**config.mk**
```make
export PLATFORM = sky130hd
export DESIGN_NAME = decode_issue_ctrl
export DESIGN_NICKNAME = d
export VERILOG_FILES = /design/src/rtl/decode_issue_ctrl.sv
export SDC_FILE = /design/constraint.sdc
export NUM_CORES = 1
export LEC_CHECK = 0
export CORE_MARGIN = 2
export CORE_UTILIZATION = 35
export CTS_CLUSTER_SIZE = 24
export DETAILED_ROUTE_END_ITERATION = 12
export HOLD_SLACK_MARGIN = 0.06
export PLACE_DENSITY = 0.68
export SLEW_MARGIN = 5
export SYNTH_ARGS = -nofsm -noshare
export SYNTH_HDL_FRONTEND = slang
export SYNTH_SLANG_ARGS = --single-unit
```
**constraint.sdc**
```tcl
create_clock -name clk -period 2.5 [get_ports clk]
set_input_delay 0.25 -clock clk [delete_from_list [all_inputs] [get_ports clk]]
set_output_delay 0.25 -clock clk [all_outputs]
set_load 0.01 [all_outputs]
```
**src/rtl/decode_issue_ctrl.sv**
```systemverilog
// ---------------------------------------------------------------------------
// decode_issue_ctrl
// Decode-stage issue controller for the RV32IM pipeline. Holds one fetched
// instruction, decodes its immediate-select code, releases it to EX with a
// valid/ready handshake, inserts a single bubble on a load-use hazard and
// drops the held instruction on a branch/jump flush.
//
// Ports
//   clk          pipeline clock, all state on the rising edge
//   reset        asynchronous reset, active low
//   if_valid     fetch presents an instruction
//   if_inst      fetched instruction
//   if_pc        PC of if_inst
//   if_ready     controller accepts if_inst this cycle (combinational)
//   flush        taken branch/jump from EX, kills the held instruction
//   ex_ready     ID/EX register advances this cycle
//   id_valid     id_inst/id_pc/imm_select valid for issue (combinational)
//   id_inst      held instruction
//   id_pc        held PC
//   imm_select   immediate-select code for the immediate generator
//   id_illegal   held opcode is not an RV32IM opcode
//   stall_count  saturating count of load-use bubbles inserted
// ---------------------------------------------------------------------------
module decode_issue_ctrl #(
    parameter int unsigned CNT_W = 16
) (
    input  logic             clk,
    input  logic             reset,
    input  logic             if_valid,
    input  logic [31:0]      if_inst,
    input  logic [31:0]      if_pc,
    output logic             if_ready,
    input  logic             flush,
    input  logic             ex_ready,
    output logic             id_valid,
    output logic [31:0]      id_inst,
    output logic [31:0]      id_pc,
    output logic [3:0]       imm_select,
    output logic             id_illegal,
    output logic [CNT_W-1:0] stall_count
);

    localparam int unsigned XLEN      = 32;
    localparam int unsigned REG_W     = 5;
    localparam int unsigned OPC_W     = 7;
    localparam int unsigned F3_W      = 3;
    localparam int unsigned SEL_W     = 3;

    localparam logic [OPC_W-1:0] OPC_LUI    = 7'b0110111;
    localparam logic [OPC_W-1:0] OPC_AUIPC  = 7'b0010111;
    localparam logic [OPC_W-1:0] OPC_JAL    = 7'b1101111;
    localparam logic [OPC_W-1:0] OPC_JALR   = 7'b1100111;
    localparam logic [OPC_W-1:0] OPC_BRANCH = 7'b1100011;
    localparam logic [OPC_W-1:0] OPC_LOAD   = 7'b0000011;
    localparam logic [OPC_W-1:0] OPC_STORE  = 7'b0100011;
    localparam logic [OPC_W-1:0] OPC_OPIMM  = 7'b0010011;
    localparam logic [OPC_W-1:0] OPC_OP     = 7'b0110011;

    // Immediate-generator format codes (low three bits of imm_select)
    localparam logic [SEL_W-1:0] SEL_U     = 3'b000;
    localparam logic [SEL_W-1:0] SEL_J     = 3'b001;
    localparam logic [SEL_W-1:0] SEL_I     = 3'b010;
    localparam logic [SEL_W-1:0] SEL_B     = 3'b011;
    localparam logic [SEL_W-1:0] SEL_S     = 3'b100;
    localparam logic [SEL_W-1:0] SEL_SHAMT = 3'b101;

    typedef enum logic [1:0] {
        EMPTY = 2'b00,
        FULL  = 2'b01,
        STALL = 2'b10
    } state_t;

    // Registered state
    logic                 v_q;
    logic [XLEN-1:0]      ir_q;
    logic [XLEN-1:0]      pc_q;
    logic                 last_load_q;
    logic [REG_W-1:0]     last_rd_q;
    logic [CNT_W-1:0]     stall_cnt_q;

    // Combinational decode / control
    logic [OPC_W-1:0]     opcode_c;
    logic [F3_W-1:0]      funct3_c;
    logic [REG_W-1:0]     rs1_c;
    logic [REG_W-1:0]     rs2_c;
    logic [SEL_W-1:0]     imm_sel_c;
    logic                 imm_unsg_c;
    logic                 legal_c;
    logic                 rs1_used_c;
    logic                 rs2_used_c;
    logic                 hazard_c;
    state_t               state_c;
    logic                 issue_c;
    logic                 accept_c;
    logic                 v_d;

    assign opcode_c = ir_q[6:0];
    assign funct3_c = ir_q[14:12];
    assign rs1_c    = ir_q[19:15];
    assign rs2_c    = ir_q[24:20];

    // Opcode/funct3 decode of the held instruction
    always_comb begin
        imm_sel_c  = SEL_U;
        imm_unsg_c = 1'b0;
        legal_c    = 1'b1;
        rs1_used_c = 1'b1;
        rs2_used_c = 1'b0;
        case (opcode_c)
            OPC_LUI, OPC_AUIPC: begin
                rs1_used_c = 1'b0;
            end
            OPC_JAL: begin
                imm_sel_c  = SEL_J;
                rs1_used_c = 1'b0;
            end
            OPC_LOAD, OPC_JALR: begin
                imm_sel_c = SEL_I;
            end
            OPC_OPIMM: begin
                // SLLI/SRLI/SRAI take a shamt field instead of a full I-immediate
                if (funct3_c == 3'b001 || funct3_c == 3'b101) begin
                    imm_sel_c = SEL_SHAMT;
                end else begin
                    imm_sel_c = SEL_I;
                end
                imm_unsg_c = (funct3_c == 3'b011);
            end
            OPC_BRANCH: begin
                imm_sel_c  = SEL_B;
                rs2_used_c = 1'b1;
                imm_unsg_c = (funct3_c[2:1] == 2'b11);
            end
            OPC_STORE: begin
                imm_sel_c  = SEL_S;
                rs2_used_c = 1'b1;
            end
            OPC_OP: begin
                rs2_used_c = 1'b1;
            end
            default: begin
                legal_c = 1'b0;
            end
        endcase
    end

    // Load-use hazard against the instruction that just left for EX
    always_comb begin
        hazard_c = 1'b0;
        if (v_q && last_load_q && (last_rd_q != '0)) begin
            hazard_c = (rs1_used_c && (rs1_c == last_rd_q)) ||
                       (rs2_used_c && (rs2_c == last_rd_q));
        end
    end

    // Occupancy state is derived every cycle from V and the hazard
    always_comb begin
        state_c = EMPTY;
        if (v_q) begin
            state_c = hazard_c ? STALL : FULL;
        end
    end

    // Handshake and next occupancy
    always_comb begin
        id_valid = 1'b0;
        if_ready = 1'b0;
        issue_c  = 1'b0;
        accept_c = 1'b0;
        v_d      = v_q;
        case (state_c)
            EMPTY: begin
                if_ready = ~flush;
                accept_c = if_valid & ~flush;
                v_d      = accept_c;
            end
            FULL: begin
                id_valid = 1'b1;
                issue_c  = ex_ready;
                if_ready = ~flush & ex_ready;
                accept_c = if_valid & ~flush & ex_ready;
                v_d      = accept_c | ~issue_c;
            end
            STALL: begin
                // Bubble cycle: the held instruction stays put
                v_d = 1'b1;
            end
            default: begin
                v_d = 1'b0;
            end
        endcase
        if (flush) begin
            v_d = 1'b0;
        end
    end

    // Occupancy and instruction register
    always_ff @(posedge clk or negedge reset) begin
        if (!reset) begin
            v_q  <= 1'b0;
            ir_q <= '0;
            pc_q <= '0;
        end else begin
            v_q <= v_d;
            if (accept_c) begin
                ir_q <= if_inst;
                pc_q <= if_pc;
            end
        end
    end

    // Tracking of the last instruction handed to EX; frozen while EX stalls
    always_ff @(posedge clk or negedge reset) begin
        if (!reset) begin
            last_load_q <= 1'b0;
            last_rd_q   <= '0;
        end else if (ex_ready) begin
            last_load_q <= issue_c & (opcode_c == OPC_LOAD);
            last_rd_q   <= ir_q[11:7];
        end
    end

    // Saturating bubble counter
    always_ff @(posedge clk or negedge reset) begin
        if (!reset) begin
            stall_cnt_q <= '0;
        end else if (hazard_c && ex_ready && (stall_cnt_q != '1)) begin
            stall_cnt_q <= stall_cnt_q + CNT_W'(1);
        end
    end

    assign id_inst     = ir_q;
    assign id_pc       = pc_q;
    assign imm_select  = {imm_unsg_c, imm_sel_c};
    assign id_illegal  = v_q & ~legal_c;
    assign stall_count = stall_cnt_q;

endmodule

```
=== Yosys cells after proc, flatten, opt, wreduce, memory -nomap -nowiden ===
Index checks and enable logic that the tools add are counted.

* Bits in registers: 87
* Latch bits: 0
* RAM bits: 0
* ROM bits: 0
* Input port bits: 69
* Output and inout bits: 87
* Memories kept: 0

* Add/sub/neg operators: 1
* Multiply operators: 0
* Divide/modulo/power cells: 0
* Magnitude comparators: 0
* Equal/unequal tests: 18
* Shift-type cells: 0
* Mux-type cells: 15
* Bitwise logic cells: 9
* Reductions and logical operators: 14

{| class="wikitable"
|+ Operator list
! cell !! count
|-
| equality test 7 x 6 -> 1 bit, second input constant || 3
|-
| equality test 7 bit, second input constant || 3
|-
| adder 16 x 1 -> 16 bit, second input constant || 1
|-
| != test 16 bit, second input constant || 1
|-
| case mux 3 bit (5 select lines) || 1
|-
| equality test 7 x 5 -> 1 bit, second input constant || 2
|-
| equality test 5 bit || 2
|-
| OR reduction 9 bit || 1
|-
| equality test 7 x 2 -> 1 bit, second input constant || 1
|-
| 2-to-1 mux 1 bit || 7
|-
| logical AND 1 bit || 6
|-
| case mux 1 bit (2 select lines) || 3
|-
| OR reduction 3 bit || 2
|-
| bitwise AND 1 bit || 5
|-
| nonzero test 5 bit || 1
|-
| equality test 2 bit, second input constant || 2
|-
| 2-to-1 mux 2 bit || 2
|-
| equality test 3 x 1 -> 1 bit, second input constant || 1
|-
| equality test 3 x 2 -> 1 bit, second input constant || 1
|-
| equality test 3 bit, second input constant || 1
|-
| 2-to-1 mux 3 bit || 1
|-
| inverter 1 bit || 3
|-
| case mux 1 bit (3 select lines) || 1
|-
| equality test 2 x 1 -> 1 bit, second input constant || 1
|-
| 4 further kinds || 5
|}

=== Logic depth before layout (Yosys ltp) ===
Gate-level depths: netlist (run 1).

* Depth after elaboration: 11
* Mapped depth: 8

=== Worst setup path after synthesis (run 1) ===
Ideal clock, no wire load.

* Path kind: register to register
* Start: register ir_q[3], in the netlist id_inst[3]
* End: register ir_q[4], in the netlist id_inst[4]
* Setup time: 128 ps
* Arrival time: 2,117 ps
* Required time: 2,372 ps
* Slack: 255 ps
* Stages on the path, launching flop included: 8
* Path buffers: 1
* Clock period less this slack: 2,245 ps
* Path through: dfrtp_1 > nor2_1 > nand3_1 > or4_1 > o32a_2 > nand3_4 > buf_6 > mux2_1

* Longest elaborated chain between the ends: 10

{| class="wikitable"
|+ RTL lines
! item !! line !! text
|-
| start: declaration || 75 || <nowiki>logic [XLEN-1:0] ir_q;</nowiki>
|-
| start signal: assignment || 206 || <nowiki>ir_q <= if_inst;</nowiki>
|-
| equality test 7 bit (tied with other cells) || 109 || <nowiki>case (opcode_c)</nowiki>
|-
| OR reduction 3 bit (no source line) || - ||
|-
| 2-to-1 mux 1 bit || 109 ||
|-
| logical AND 1 bit, on equally long branches || 151, 152 ||
|-
| logical OR 1 bit (*) || 151 || <nowiki>hazard_c = (rs1_used_c && (rs1_c == last_rd_q)) ||</nowiki>
|-
| 2-to-1 mux 1 bit (*) || 150 || <nowiki>if (v_q && last_load_q && (last_rd_q != '0)) begin</nowiki>
|-
| 2-to-1 mux 2 bit (*) || 160 || <nowiki>state_c = hazard_c ? STALL : FULL;</nowiki>
|-
| 2-to-1 mux 2 bit (*) || 159 || <nowiki>if (v_q) begin</nowiki>
|-
| equality test 2 x 1 -> 1 bit / logical NOT 2 bit (equally long branches) || 171 || <nowiki>case (state_c)</nowiki>
|-
| case mux 1 bit (2 select lines) (*) || 171 ||
|}

Every way passes the cells marked *; elsewhere a longest branch is shown, timed or not.
A chain may end at the register's enable or synchronous reset.

=== Worst setup path in the final report (run 1) ===
* Start: register last_rd_q[2]
* End: output id_valid

* Longest elaborated chain between the ends: 8

{| class="wikitable"
|+ RTL lines
! item !! line !! text
|-
| start: declaration || 78 || <nowiki>logic [REG_W-1:0] last_rd_q;</nowiki>
|-
| start signal: assignment || 219 || <nowiki>last_rd_q <= ir_q[11:7];</nowiki>
|-
| equality test 5 bit, on equally long branches || 151, 152 ||
|-
| logical AND 1 bit, on equally long branches || 151, 152 ||
|-
| logical OR 1 bit || 151 ||
|-
| 2-to-1 mux 1 bit (*) || 150 ||
|-
| 2-to-1 mux 2 bit (*) || 160 ||
|-
| 2-to-1 mux 2 bit (*) || 159 ||
|-
| equality test 2 x 1 -> 1 bit (*) || 171 ||
|-
| 2-to-1 mux 1 bit (*) || 171 ||
|-
| end: declaration || 35 || <nowiki>output logic id_valid,</nowiki>
|}

Marked as above.

==> results of run 1 <==
synth_stat cells:
master and n:
dfrtp_1 87, mux2_1 60, xnor2_1 24, nor2_1 13, nand3_1 11, mux2_2 10
nand2_1 9, nand4_1 7, buf_6 6, and3_1 5, a21oi_1 3, clkbuf_1 3
inv_1 3, nor3b_1 3, nor4b_1 3, nand3b_1 2, nor4_1 2, or4_1 2
a211oi_1 1, a22o_1 1, a311oi_1 1, and2_1 1, and4_1 1, buf_4 1
ha_1 1, nand2b_1 1, nand3_4 1, nor2b_1 1, o211ai_2 1, o21a_1 1
o22ai_1 1, o32a_2 1, o32ai_1 1, or2_2 1, or3_1 1, xor2_1 1
logic make-up after synthesis:
family                   Yosys count
buffers and inverters             13
XOR/XNOR                          25
adder cells (fa/ha/maj)            1
AND/OR/NAND/NOR                   64
flip-flops                        87
AO/OA/AOI/OAI                     11
multiplexers                      70
worst reg2reg max path, stage by stage (launching register included):
cell,delay (ns)
dfrtp_1,0.43
xnor2_2,0.18
nand3_1,0.11
or4_4,0.53
o32a_2,0.22
buf_4,0.15
nand3_4,0.12
buf_12,0.20
mux2_2,0.35
metrics by stage:
stage,cell area [sq um],power [mW],hold WS [ns],std cells,util [%]
6_report,5840,3.85,0.418,588,56.3
5_1_grt,5840,4.07,0.456,588,56.3
4_1_cts,5780,3.89,0.436,587,55.7
3_5_place_dp,5540,2.80,0.277,569,53.4
3_3_place_gp,5540,2.78,0.284,569,53.4
2_1_floorplan,3740,2.15,-0.0456,271,-
metal layers:
metal	GRT usage (%)	up-vias
li1	-	1316
met3	6.11	12
met1	20.4	1350
met2	25.2	96
met4	6.78	0
met5	0	-
placed cells by master (no fill, tap or decap), types with 3 or more instances in the layout:
| cell | instances |
|---|---|
| a21oi_1 | 3 |
| clkbuf_1 | 3 |
| mux2_2 | 10 |
| and3_1 | 5 |
| clkbuf_8 | 9 |
| mux2_4 | 7 |
| dfrtp_1 | 87 |
| clkdlybuf4s50_1 | 150 |
| nand2_1 | 9 |
| mux2_1 | 53 |
| inv_1 | 3 |
| buf_12 | 3 |
| buf_4 | 16 |
| nand4_1 | 7 |
| xnor2_1 | 23 |
| nor2_1 | 13 |
| nand3_1 | 11 |
cell type report:
cell class	instances	area share (%)
clock buffer	12	2.31
clock inverter	4	1.20
inverter	3	0.193
multi-input combinational	171	26.2
sequential	87	37.3
tap	136	2.91
timing repair buffer	175	29.9
state kept, by name, summed over array words and instances (netlist names):
| name | count |
|---|---|
| last_load_q | 1 |
| v_q | 1 |
| last_rd_q | 5 |
| id_inst | 32 |
| stall_count | 16 |
| id_pc | 32 |
final timing paths:
path | end | slack [ns] | depth (start not counted)
setup / recovery | id_valid | 0.04 | 6
hold / removal | id_inst[15]$_DFFE_PN0P_ | 0.42 | 2
setup reg to reg | id_pc[2]$_DFFE_PN0P_ | 0.10 | 8
hold reg to reg | stall_count[10]$_DFFE_PN0P_ | 0.49 | 1
max in group asynchronous | id_pc[16]$_DFFE_PN0P_ | 1.45 | 3
min in group clk | id_inst[7]$_DFFE_PN0P_ | 0.47 | 2
what timing repair did:
item                                    CTS  global route
endpoints found under the hold margin    42             0
hold buffers                              1             0
pin swaps                                 1             2
resized for setup                        10            15
setup buffers                             1             1
endpoints found under the setup margin    2            22
power by group through the flow:
stage	Combinational, mW	Sequential [mW]	Clock [mW]
CTS	1.03	1.77	1.09
finish	1.04	1.77	1.05
global route	1.12	1.80	1.15
floorplan	0.300	1.86	0
global placement	0.998	1.78	0
detailed placement	1.01	1.79	0
==> impl_results.md, run 1 <==
- Run status: completed
- CP required: 2.25 ns
- Syn Nets: 341
- Clk sinks: just under 90
- Initial antenna violation count: 0
- Critical path type: flip-flop to output port
- Synth Area in Compound Gates: 2.31%
- Largest net degree at the start of global routing: 46
- Final worst slack: 0.0382 ns
- Max-slew violation total from the final report: 0
- Post-Synth XOR/XNOR Area: 5.85%
- Metal-1 WL: 4.00 mm
- Post-synth cell types: 36
- Combinational cell fraction of total power: 27.0%
- TritonCTS clock tree: built
- Critical path buffers and inverters: 1
- Cell family with most CP delay: simple AND/OR/NAND/NOR gates
- Combinational family with the most area after synthesis: multiplexers
- Row count: 37
- Pwr/cell area: roughly 660 nW/um^2
- Seq. cell area: 2180 sq um
- Hold crit path type: primary input to async pin
- Fillers: between 900 and 1,000
- Die W: between 100 and 150 um
- P_sw: 1.02 mW
- Part of the cycle the worst path needs: 98.5%
- Cells after Synth: 271
- Gr usage total: 16.3%
- Grt total ovfl: 0
- Clock share of power: 27.2%
- DPL Wire Length: 6.79 mm
- Die Span Y: 107 um
- Area of the core: 10,400 sq um
- Peak VDD IR: 0.366 mV
- Reg power frac: about 46%
- # IOs: 156
- Area Overhead vs Synth: 56.1%
- CP Launch Point: last_rd_q[2]$_DFFE_PN0P_
- Clock buffer depth: 2
- Simple-Gate Fraction of Synth Area: 9.66%
- Switching share of power: 26.6%
- IO Port Bufs: 155
- Yosys warning count: 0
- Leading area contributor after synthesis: dfrtp_1
- Post-DRT Antenna Nets: 0
- CP Max Fanout: 3
- H-tree lvl count: 3
- Post-synthesis cell area: 3740 sq um
- Skew final: 0.00610 ns
- Crit-path max cell delay: 0.53 ns
- Power Internal: 2.83 mW
- CP Capture Type: output port
- Reg clk slew, reported paths: 0.08 ns
- RePlAce Congestion: 0.878
- Ant. Diodes: 0
- Max capacitance violation total: 0
- Met3 WL: about 830 um
- Synth Area per Inst: 13.8 sq um
- Critical path arrival: 2.21 ns
- Total Nets Final: 517
- Final setup vio count: 0
- Worst slew margin: 63.5%
- Adder-cell share of the synthesized area: 0.334%
- DR DRC count: 0
- Min Tclk post-route: 2.46 ns
- Met2 WL: ~4.2 mm
- Root buffer cell: clkbuf_8
- Setup Total Neg Slack: 0 ns
- Slowest CP cell: or4_4
- #FFs+latches synth: 87
- WL final: 9.14 mm
- Synth top area cells: dfrtp_1, mux2_1, xnor2_1
- Clk_lat worst skew: 0.36 ns
- RR Startpoint: last_rd_q[2]$_DFFE_PN0P_
- Crit-path cells: xnor2_2 -> nand3_1 -> or4_4 -> o32a_2 -> and2_4 -> clkdlybuf4s15_2
- Dpl ws: approximately 0.011 ns
- Multi-input gate area: about 1500 sq um
- DR vias: 2,774
- Yosys top cell area share: 58.2%
- Vias in the first global route: 2,892
- Per-cell routed wire length: 15.5 um
- First-pass GRT wire length: 14.4 mm
- Die area: 11,500 sq um
- Uppermost routed layer: met4
- CTS buffer count: 9
- P_leak: 2.45 nW
- Starting Density: 36.1%
- Fmax: roughly 400 MHz
- Hold Fails Final Rpt: 0
- Drt initial violations: between 90 and 100
- Mux share of post-synthesis cell area: between 20% and 30%
- Share of layout cells above drive strength 1: a little over an eighth
- Sequential area share after synthesis: 58.2%
- RSZ-0062 raised after global routing: yes
- TritonRoute pass-1 iters: 4
- CP Launch Type: flip-flop
- Tightest Pin Transition: 0.548 ns
- Vias/cell: roughly 4.7
Power figures use the tool's default switching activity.
==> run 2: changes to the inputs <==
--- a/config.mk
+++ b/config.mk
@@ -11,6 +11,7 @@
 export DETAILED_ROUTE_END_ITERATION = 12
 export HOLD_SLACK_MARGIN = 0.06
 export PLACE_DENSITY = 0.68
+export REMOVE_ABC_BUFFERS = 1
 export SLEW_MARGIN = 5
 export SYNTH_ARGS = -nofsm -noshare
 export SYNTH_HDL_FRONTEND = slang
==> run 2 against run 1 <==
Against the previous run: flip-flop and latch count stayed put; final cell count is 0.17% lower; global-route usage is 0.30 points lower; first-iteration DRC count is 7.5% lower; non-clock buffer count is 1 lower; final area is 0.45% lower; die area stayed put; combinational power hardly changed; setup slack better by 0.022 ns; clock skew is 0.0051 ns higher.
==> impl_results.md, run 2 (synthesized netlist as in run 1, its figures left out) <==
- Run status: completed
- Fillers: 889 (-2.3%)
- RR Startpoint: id_inst[3]$_DFFE_PN0P_
- Critical path type: flip-flop to flip-flop
- Skew final: 0.0112 ns (+0.00506 ns)
- Total Nets Final: 516 (-0.19%)
- Part of the cycle the worst path needs: 97.6% (-0.88 points)
- Max capacitance violation total: 0 (unchanged)
- DR vias: 2,773 (-0.036%)
- Hold Fails Final Rpt: 0 (unchanged)
- CP Max Fanout: 37 (+34)
- Critical path arrival: 2.68 ns (+0.47 ns)
- Die Span Y: 107 um (unchanged)
- Area of the core: 10,400 sq um (unchanged)
- Worst slew margin: 61.8% (-1.7 points)
- CP required: 2.74 ns (+0.49 ns)
- CP Capture Type: flip-flop
- Row count: 37 (unchanged)
- Share of layout cells above drive strength 1: 12.6% (-1.1 points)
- Setup Total Neg Slack: 0 ns (unchanged)
- Cell area after layout: 5820 sq um (-0.45%)
- Min Tclk post-route: 2.44 ns (-0.0219 ns)
- Per-cell routed wire length: 15.6 um (+0.53%)
- Die area: 11,500 sq um (unchanged)
- RSZ-0062 raised after global routing: yes
- CP Launch Type: flip-flop
- R2r setup slk: 0.06 ns (-0.04 ns)
- Max-slew violation total from the final report: 0 (unchanged)
- DR DRC count: 0 (unchanged)
- Post-DRT Antenna Nets: 0 (unchanged)
- Vias/cell: 4.72 (+0.13%)
- Most common cell after layout, fill and taps aside: clkdlybuf4s50_1
- Placed inst area: 5520 sq um (-0.41%)
- Reg clk slew, reported paths: 0.08 ns (about the same)
- Fmax: 410 MHz (+0.90%)
- Clk sinks: 87 (unchanged)
- Peak VDD IR: 0.438 mV (+20%)
- CTS buffer count: 9 (unchanged)
- Largest net degree at the start of global routing: 47 (+2.2%)
- Most frequent cells in the layout: clkdlybuf4s50_1, dfrtp_1, mux2_1
- Dpl cells: 566 (-0.53%)
- Pwr/cell area: 666 nW/um^2 (+1.1%)
- Pwr Total: 3.87 mW (+0.62%)
- TritonCTS clock tree: built
- DPL Wire Length: 6.76 mm (-0.52%)
- Area Overhead vs Synth: 55.4%
- R2R cell count: 8 (unchanged)
- Initial antenna violation count: 0 (unchanged)
- Die W: 107 um (unchanged)
- Clk_lat worst skew: 0.36 ns (about the same)
- First-pass GRT wire length: 14.3 mm (-0.71%)
- Final std cells w/o fill: 587 (-0.17%)
- Grt total ovfl: 0 (unchanged)
- Gr usage total: 16.0% (-0.30 points)
- Vias in the first global route: 2,880 (-0.41%)
- RePlAce Congestion: 0.764 (-13%)
- # IOs: 156 (unchanged)
- Drt initial violations: 86 (-7.5%)
- RR Endpoint: id_pc[0]$_DFFE_PN0P_
- IO Port Bufs: 155 (unchanged)
- Final Hold Slack: 0.423 ns (+0.00519 ns)
- Ant. Diodes: 0 (unchanged)
- Final setup vio count: 0 (unchanged)
- Starting Density: 36.1% (unchanged)
- Hold crit path type: primary input to async pin
- Clock buffer depth: 2 (unchanged)
- Tightest Pin Transition: 0.574 ns (+0.0259 ns)
- H-tree lvl count: 3 (unchanged)
- Root buffer cell: clkbuf_8
- TritonRoute pass-1 iters: 4 (unchanged)
- P_leak: 2.39 nW (-2.4%)
- WL final: 9.17 mm (+0.36%)
## run 2: changes by cell type in the layout (fill, tap and decap cells not counted), moves of 2 or more
cell,change
mux2_1,+7
mux2_4,-7
clkbuf_1,-2
nor2_1,-2
nor2_2,+2
## run 2: per-layer routing
layer	global-route usage [%]	wire length, um	part of all wire (%)	up-vias
met3	6.48	833	9.1	11
met4	4.95	116	1.3	0
met1	19.3	3740	41	1344
met2	26.1	4470	49	108
met5	0	0	0	-
li1	-	-	-	1310
## run 2: layout make-up
class,instances,area (sq um),area share [%]
Tap cell,136,170,2.93
Sequential cell,87,2180,37.4
Timing Repair Buffer,174,1720,29.6
Multi-Input combinational cell,171,1510,26.0
Clock buffer,11,141,2.43
Clock inverter,5,81.3,1.40
Inverter,3,11.3,0.194
## run 2: power by group
group / total, mW / internal (mW) / leakage (nW) / switching, mW
sequential: 1.76 / 1.61 / 1.06 / 0.154
combinational: 1.02 / 0.640 / 1.22 / 0.384
clock: 1.09 / 0.591 / 0.110 / 0.500
total: 3.87 / 2.84 / 2.39 / 1.04
## run 2: worst max-delay path by stage
stage / to / from / cells after the start / slack [ns]
finish: id_pc[0]$_DFFE_PN0P_ / id_inst[3]$_DFFE_PN0P_ / 8 / 0.06
global route: id_pc[1]$_DFFE_PN0P_ / last_rd_q[2]$_DFFE_PN0P_ / 8 / -0.04
CTS: id_valid / last_rd_q[2]$_DFFE_PN0P_ / 6 / 0.008
detailed placement: if_ready / id_inst[2]$_DFFE_PN0P_ / 6 / -0.13
global placement: if_ready / last_rd_q[2]$_DFFE_PN0P_ / 6 / -0.02
floorplan: id_inst[0]$_DFFE_PN0P_ / last_rd_q[1]$_DFFE_PN0P_ / 6 / -0.05
## run 2: metrics by stage
stage,setup slack [ns],util (%)
2_1_floorplan,-0.0547,-
3_3_place_gp,-0.0227,53.2
3_5_place_dp,-0.130,53.2
4_1_cts,0.00752,55.9
5_1_grt,-0.0392,56.1
6_report,0.0601,56.1
## run 2: repair_timing
action / in CTS / in global routing
hold buffers: 1 / 0
pin swaps: 4 / 1
hold endpoints to repair: 41 / 0
buffers inserted: 2 / 2
endpoints found under the setup margin: 2 / 5
resized for setup: 13 / 5
## run 2: critical path, cell delays in order (launching register included)
cell and delay [ns]:
dfrtp_1 0.45, nor2_1 0.14, nand3_1 0.13, or4_4 0.53
o32a_4 0.22, buf_4 0.15, nand3_4 0.09, buf_12 0.23
mux2_2 0.36
